--- config.mk ---
export PLATFORM = sky130hd
export DESIGN_NAME = music_notes_gen
export DESIGN_NICKNAME = d
export VERILOG_FILES = /design/src/rtl/music_notes_gen.sv
export SDC_FILE = /design/constraint.sdc
export NUM_CORES = 1
export LEC_CHECK = 0
export CORE_MARGIN = 2
export CORE_UTILIZATION = 55
export DETAILED_ROUTE_END_ITERATION = 10
export GPL_TIMING_DRIVEN = 0
export HOLD_SLACK_MARGIN = 0.12
export PLACE_DENSITY = 0.74
export SKIP_LAST_GASP = 1
export SLEW_MARGIN = 5
export SYNTH_ARGS = -nofsm -noshare
export SYNTH_HDL_FRONTEND = slang
export SYNTH_SLANG_ARGS = --single-unit
--- constraint.sdc ---
create_clock -name clk -period 4.1 [get_ports clk]
set_input_delay 0.41 -clock clk [delete_from_list [all_inputs] [get_ports clk]]
set_output_delay 0.41 -clock clk [all_outputs]
set_load 0.03 [all_outputs]
--- src/rtl/music_notes_gen.sv ---
// Square-wave tone generator. Eight DIP switches pick one note of the C4..C5 major
// scale; the speaker pin toggles at that note's pitch with a 50 % duty cycle.
//
// Parameters:
//   CLK_HZ        input clock frequency in Hz
// Ports:
//   clk           system clock, rising edge
//   rst_n         asynchronous active-low reset
//   dip_switches  note select (bit0 = C4 ... bit7 = C5), asynchronous to clk
//   speaker       registered square-wave output
//
// Selection is taken from a 2-flop synchronizer. The lowest-index set bit wins and
// all-zero means silent. Any change of the selected note (including to/from silent)
// restarts the tone from phase 0 with the speaker low, so no truncated half-period
// of the old note is ever emitted.

module music_notes_gen #(
  parameter int unsigned CLK_HZ = 100_000_000
) (
  input  logic       clk,
  input  logic       rst_n,
  input  logic [7:0] dip_switches,
  output logic       speaker
);

  // Half-period lengths in clk cycles, floor(CLK_HZ / (2 * f)).
  localparam int unsigned Half0 = CLK_HZ / (2 * 262);
  localparam int unsigned Half1 = CLK_HZ / (2 * 294);
  localparam int unsigned Half2 = CLK_HZ / (2 * 330);
  localparam int unsigned Half3 = CLK_HZ / (2 * 349);
  localparam int unsigned Half4 = CLK_HZ / (2 * 392);
  localparam int unsigned Half5 = CLK_HZ / (2 * 440);
  localparam int unsigned Half6 = CLK_HZ / (2 * 494);
  localparam int unsigned Half7 = CLK_HZ / (2 * 523);

  // C4 has the longest half-period, so it sizes the counter.
  localparam int unsigned CntW = $clog2(Half0 + 1);

  logic [7:0]      sync1_q, sync2_q;
  logic            cur_valid;
  logic [2:0]      cur_idx;
  logic            sel_valid_q;
  logic [2:0]      sel_idx_q;
  logic            sel_change;
  logic [CntW-1:0] half_m1;
  logic [CntW-1:0] cnt_q, cnt_d;
  logic            speaker_q, speaker_d;

  // Two-flop synchronizer for the asynchronous switch inputs.
  always_ff @(posedge clk or negedge rst_n) begin
    if (!rst_n) begin
      sync1_q <= 8'h00;
      sync2_q <= 8'h00;
    end else begin
      sync1_q <= dip_switches;
      sync2_q <= sync1_q;
    end
  end

  // Fixed-priority encoder: lowest-index set bit wins.
  always_comb begin
    cur_valid = |sync2_q;
    cur_idx   = 3'd0;
    for (int i = 7; i >= 0; i--) begin
      if (sync2_q[i]) begin
        cur_idx = 3'(i);
      end
    end
  end

  // A change is detected on the first cycle the synchronized selection differs from
  // the one currently playing. Index is irrelevant while silent.
  always_comb begin
    sel_change = (cur_valid != sel_valid_q) || (cur_valid && (cur_idx != sel_idx_q));
  end

  // Terminal count for the newly/currently selected note.
  always_comb begin
    half_m1 = CntW'(Half0 - 1);
    unique case (cur_idx)
      3'd0: half_m1 = CntW'(Half0 - 1);
      3'd1: half_m1 = CntW'(Half1 - 1);
      3'd2: half_m1 = CntW'(Half2 - 1);
      3'd3: half_m1 = CntW'(Half3 - 1);
      3'd4: half_m1 = CntW'(Half4 - 1);
      3'd5: half_m1 = CntW'(Half5 - 1);
      3'd6: half_m1 = CntW'(Half6 - 1);
      3'd7: half_m1 = CntW'(Half7 - 1);
      default: half_m1 = CntW'(Half0 - 1);
    endcase
  end

  always_ff @(posedge clk or negedge rst_n) begin
    if (!rst_n) begin
      sel_valid_q <= 1'b0;
      sel_idx_q   <= 3'd0;
    end else begin
      sel_valid_q <= cur_valid;
      sel_idx_q   <= cur_idx;
    end
  end

  // Tone counter and speaker next state.
  always_comb begin
    cnt_d     = cnt_q;
    speaker_d = speaker_q;
    if (!cur_valid) begin
      cnt_d     = '0;
      speaker_d = 1'b0;
    end else if (sel_change) begin
      // The change cycle itself is phase 0 (count 0) of the new note, so the
      // register resumes at 1. The first rising edge then lands exactly HALF
      // cycles after the change cycle. Assumes every HALF is at least 2.
      cnt_d     = CntW'(1);
      speaker_d = 1'b0;
    end else if (cnt_q == half_m1) begin
      cnt_d     = '0;
      speaker_d = ~speaker_q;
    end else begin
      cnt_d     = cnt_q + CntW'(1);
    end
  end

  always_ff @(posedge clk or negedge rst_n) begin
    if (!rst_n) begin
      cnt_q     <= '0;
      speaker_q <= 1'b0;
    end else begin
      cnt_q     <= cnt_d;
      speaker_q <= speaker_d;
    end
  end

  assign speaker = speaker_q;

endmodule

Yosys cells after proc, flatten, opt, wreduce, memory -nomap -nowiden
Memory sizes are Yosys's and may differ from the RTL's.
Index checks and enable logic that the tools add are counted.
{"block": "totals", "ff_bits": 39, "rom_bits": 144, "in_bits": 10, "out_inout_bits": 1, "elab_cells": 30, "n_memories": 1}
{"memory": "(no name shown)", "depth": 8, "word_bits": 18, "read_ports": 1, "rd_ports_with_merged_regs": 0, "write_ports": 0, "line_no": "80", "text": "unique case (cur_idx)"}
{"block": "op_classes", "addsub": 1, "eq_ne": 4, "muxes": 14, "n_bitwise": 1, "reduce_logical": 3}
{"op": "18-bit 2-to-1 mux", "count": 3}
{"op": "3-bit 2-to-1 mux", "count": 8}
{"op": "18-bit by 1-bit adder with 18-bit output (second input constant)", "count": 1}
{"op": "18-bit equality test", "count": 1}
{"op": "8-bit OR reduction", "count": 1}
{"op": "1-bit 2-to-1 mux", "count": 3}
{"op": "3-bit by 1-bit inequality test with 1-bit output (second input constant)", "count": 1}
{"op": "3-bit inequality test", "count": 1}
{"op": "1-bit logical AND", "count": 1}
{"op": "1-bit logical OR", "count": 1}
{"op": "1-bit inequality test", "count": 1}
{"op": "1-bit inverter", "count": 1}

Logic depth before layout (Yosys ltp)
Gate-level depths: netlist of run 1.
{"block": "depth", "word_depth": 13, "mapped_depth": 12, "depth_no_buf": 11}

Worst setup path before layout of run 1
No wires, ideal clock.
{"block": "synth_timing", "kind": "reg2reg", "start": "register sync2_q[7]", "end": "register speaker_q (netlist: speaker)", "setup_time_ps": 125, "arrival_time_ps": 3170, "required_time_ps": 3975, "path_slack_ps": 805, "path_stages_with_launch": 12, "path_buffers": 0, "period_less_slack_ps": 3295, "cell_sequence": "dfrtp_1 > nor2b_1 > o21ai_0 > nand2_1 > inv_1 > ha_1 > xnor2_1 > a2111oi_0 > nand4b_1 > a221o_1 > a2111oi_4 > mux2_4"}
{"block": "synth_between", "elab_chain_len": 13, "word_cells_on_any_way": 18, "classes_between": "4 x eq/ne; 10 x mux; 3 x reduce/logical; 1 x memory"}
{"item": "from (decl)", "line_no": "39", "text": "logic [7:0] sync1_q, sync2_q;"}
{"item": "from (signal assigned)", "line_no": "56", "text": "sync2_q <= sync1_q;"}
{"item": "3-bit 2-to-1 mux * (8 in a row)", "line_no": "65", "text": "if (sync2_q[i]) begin"}
{"item": "net cur_idx[0]", "line_no": "41", "text": "logic [2:0] cur_idx;"}
{"item": "branches (longest 5 deep; another with memory read 8 x 18 bit)"}
{"item": "to (signal assigned)", "line_no": "130", "text": "speaker_q <= speaker_d;"}
{"item": "to (decl)", "line_no": "47", "text": "logic speaker_q, speaker_d;"}
Mark *: on every way through the listed nets, which the timed path passes.
A chain may end at the register's enable or synchronous reset.

Worst setup path after layout of run 1
Same ends and word-level chain as after synthesis.

==> results.cfg, run 1 <==
[critical_path]
critPathArrivalTime_ps = 3880
start_kind = flip-flop
crit_path_max_fanout = 7
critPathKind = reg -> reg
required_ps = 4290
worst_setup_path_end_kind = flip-flop

[timing]
relSlewSlack_pct = 44.3
slew_viol_final = 0
hold_ws_ps = 214
hold_violations = 0
rsz0062_at_grt = false
post-route-period-util_pct = 90.1
fin_crit_ps = 3690
clock_skew_ps = 4.27
fin_setup_tns_ps = 0
setup_viol = 0
clock.fmax_mhz = 271
worst_slew_pin_slew_ps = 835

[finish]
drive_gt1_share_pct = 10.3
antenna_cells = 0
syn_to_final_growth_pct = 12.7
final_cells = 272
layout.nets = 242

[cts]
cts_tree = yes
clkSlewWorstSetupHoldPaths_ps = 80
cts_sinks = 39
post_cts_resized = 0
numCtsBuffers = 5
clk_path_buf_depth = 2
cts_htree_levels = 2
root_buffer = clkbuf_8
clk_latency_ps = 290
hold_buffers = 0

[pwr]
leakagePower_uw = 0.000992
fin_total_pwr_uw = 786
clkPwrFrac_pct = 33.3
p_int_uw = 566
power_frac_comb_pct = 13.4
ir_drop_uv = 256
switching_share_pct = 28.0
p_sw_uw = 220
powerDensity_mw_per_mm2 = 325
seqPwrFrac_pct = 53.3

[yosys]
avgSynthCellArea_um2 = 10.6
synth.distinct_cells = 51
ys_seq_area_share_pct = 45.5
ys_warn_count = 0
synth_flop_cell = dfrtp_1
synthCells = 203
synthArstFlopShare_pct = 100
synth_edf_count = 0
syn_nets = 222
ys_seq_elements = 39
netlist_area_mm2 = 0.00215

[status]
status = complete, no violations

[job]
drv_cap = 0

[drt]
vias_per_cell = 5.83
first_pass_iters = 4
finalWirelength_mm = 4.58
drc = 0
num_vias = 1587
wl_per_cell_um = 16.9
drt-initial-drc-count = 115
ant_nets = 0

[grt]
grt_pass1_vias = 1587
grt_max_degree = 40
grt_overflow_total = 0
grt_antenna_before_repair = 0
grtUsageTotal_pct = 23.5
grt_pass1_wl_mm = 7.50

[floorplanning]
io_pins = 11
core.rowCount = 22
dieArea_mm2 = 0.00442
die_h_um = 66.5
start_util_pct = 57.7
coreArea_mm2 = 0.00372
die_w_um = 66.5

[placement]
dp.cells = 261
hpwl_mm = 3.36
io_buffer_count = 10
gp_congestion = 0.854

[hold_path]
hp-class = in -> async
kinds of logic (layout without fill, tap and decap cells):
kind of cell	Yosys count	in the layout	synth area share, %
and+or+nand+nor	82	82	22.6
DFF	39	39	45.5
AOI/OAI and AO/OA	31	31	11.5
xor gates and xnor gates	28	28	11.4
buffers and inverters	13	34	2.97
adders and majority gates	9	9	5.25
muxes	1	1	0.700
metal layers:
metal | track usage (%) | vias up | routed length, um
met4 | 8.16 | 0 | 60
met3 | 5.07 | 8 | 152
li1 | - | 776 | -
met2 | 37.3 | 32 | 2180
met1 | 31.9 | 771 | 2190
met5 | 0 | - | 0
worst max-delay path, cell delays in order (launching register included):
cell       delay [ps]
dfrtp_1           430
nor2b_1           150
o21ai_0           410
nand2_1           340
inv_1             220
ha_1              210
xnor2_1            90
a2111oi_0         430
nand4b_1          170
a221o_1           330
a2111oi_4         330
buf_4             190
mux2_4            290
stage by stage:
| step | util (%) | worst slack (ps) | area, um2 |
|---|---|---|---|
| finish | 65.1 | 407 | 2420 |
| global route | 65.1 | 139 | 2420 |
| CTS | 64.4 | 162 | 2390 |
| detailed placement | 61.9 | 187 | 2300 |
| global placement | 62.1 | 246 | 2310 |
| floorplan | - | 805 | 2150 |
layout by cell type, fill, tap and decap left out, drive strengths merged, types with 4 or more instances in the layout:
master / count
a21oi: 4
ha: 9
nand2: 6
clkbuf: 9
inv: 7
buf: 6
nor2b: 5
nand3: 13
xnor2: 15
o21ai: 4
nor2: 11
clkdlybuf4s50: 9
xor2: 13
and3: 6
dfrtp: 39
nor3: 18
nor4: 4
power by group through the flow:
stage          Clock, uW  Sequential, uW  Combinational, uW
5_1_grt              285             421                118
2_1_floorplan          0             420               71.6
6_report             261             419                105
3_3_place_gp           0             425                103
4_1_cts              269             418                106
3_5_place_dp           0             426                105
synthesized netlist by cell type, types with 2 or more instances:
cell type,count,area [um2]
nand2b_1,3,18.8
or4_4,2,22.5
clkbuf_1,4,15.0
nor2_1,11,41.3
nor2b_1,5,31.3
nor4_1,3,18.8
o21ai_0,3,15.0
ha_1,9,113
o21a_1,2,15.0
inv_1,7,26.3
nand4_1,3,18.8
dfrtp_1,39,976
and3_1,5,31.3
nand2_1,5,18.8
o2111ai_1,2,17.5
xor2_1,13,114
xnor2_1,15,131
nor3_1,18,90.1
o211ai_1,2,15.0
a21oi_1,4,20.0
nand4b_1,3,26.3
nand3_1,13,65.1
and4b_1,2,20.0
buf_6,2,22.5
o22ai_1,2,12.5
state kept, by name, summed over array words and instances (netlist names):
name and count:
sync2_q 8, sel_valid_q 1, sync1_q 8, speaker 1, cnt_q 18, sel_idx_q 3
area by class of cell:
| cell class | count | area [um2] |
|---|---|---|
| fillers | 313 | 1300 |
| multi-input cells | 151 | 1110 |
| flip-flops and latches | 39 | 976 |
| repair buffers | 13 | 118 |
| clock buffers | 5 | 68.8 |
| well taps | 48 | 60.1 |
| plain buffers | 6 | 37.5 |
| inverters | 7 | 26.3 |
| clock inverters | 3 | 25.0 |
timing repair:
action	CTS	global route
hold endpoints to repair	0	0
endpoints found under the setup margin	0	15
setup buffers	0	3
path summary, 6_finish.rpt:
path | from | endpoint | slack, ps | depth (start not counted)
worst max-delay path | sync2_q[7]$_DFF_PN0_ | speaker$_DFFE_PN0P_ | 410 | 12
worst min-delay path | rst_n | cnt_q[4]$_DFF_PN0_ | 210 | 1
worst max register to register | sync2_q[7]$_DFF_PN0_ | speaker$_DFFE_PN0P_ | 410 | 12
worst min register to register | sync1_q[1]$_DFF_PN0_ | sync2_q[1]$_DFF_PN0_ | 350 | 0
max in group asynchronous | rst_n | cnt_q[0]$_DFF_PN0_ | 3360 | 1
min in group clk | sync1_q[1]$_DFF_PN0_ | sync2_q[1]$_DFF_PN0_ | 350 | 0
Note: power is estimated with default switching activity, not from simulation.
==> run 2, diff against run 1 <==
==> constraint.sdc (replaced) <==
create_clock -name clk -period 4.1 [get_ports clk]
set_input_delay 0.82 -clock clk [delete_from_list [all_inputs] [get_ports clk]]
set_output_delay 0.82 -clock clk [all_outputs]
set_load 0.03 [all_outputs]
==> results of run 2 <==
The final DEF is identical to that of run 1. Status: complete, no violations.
Among the figures that moved: hold slack 214 ps -> 352 ps
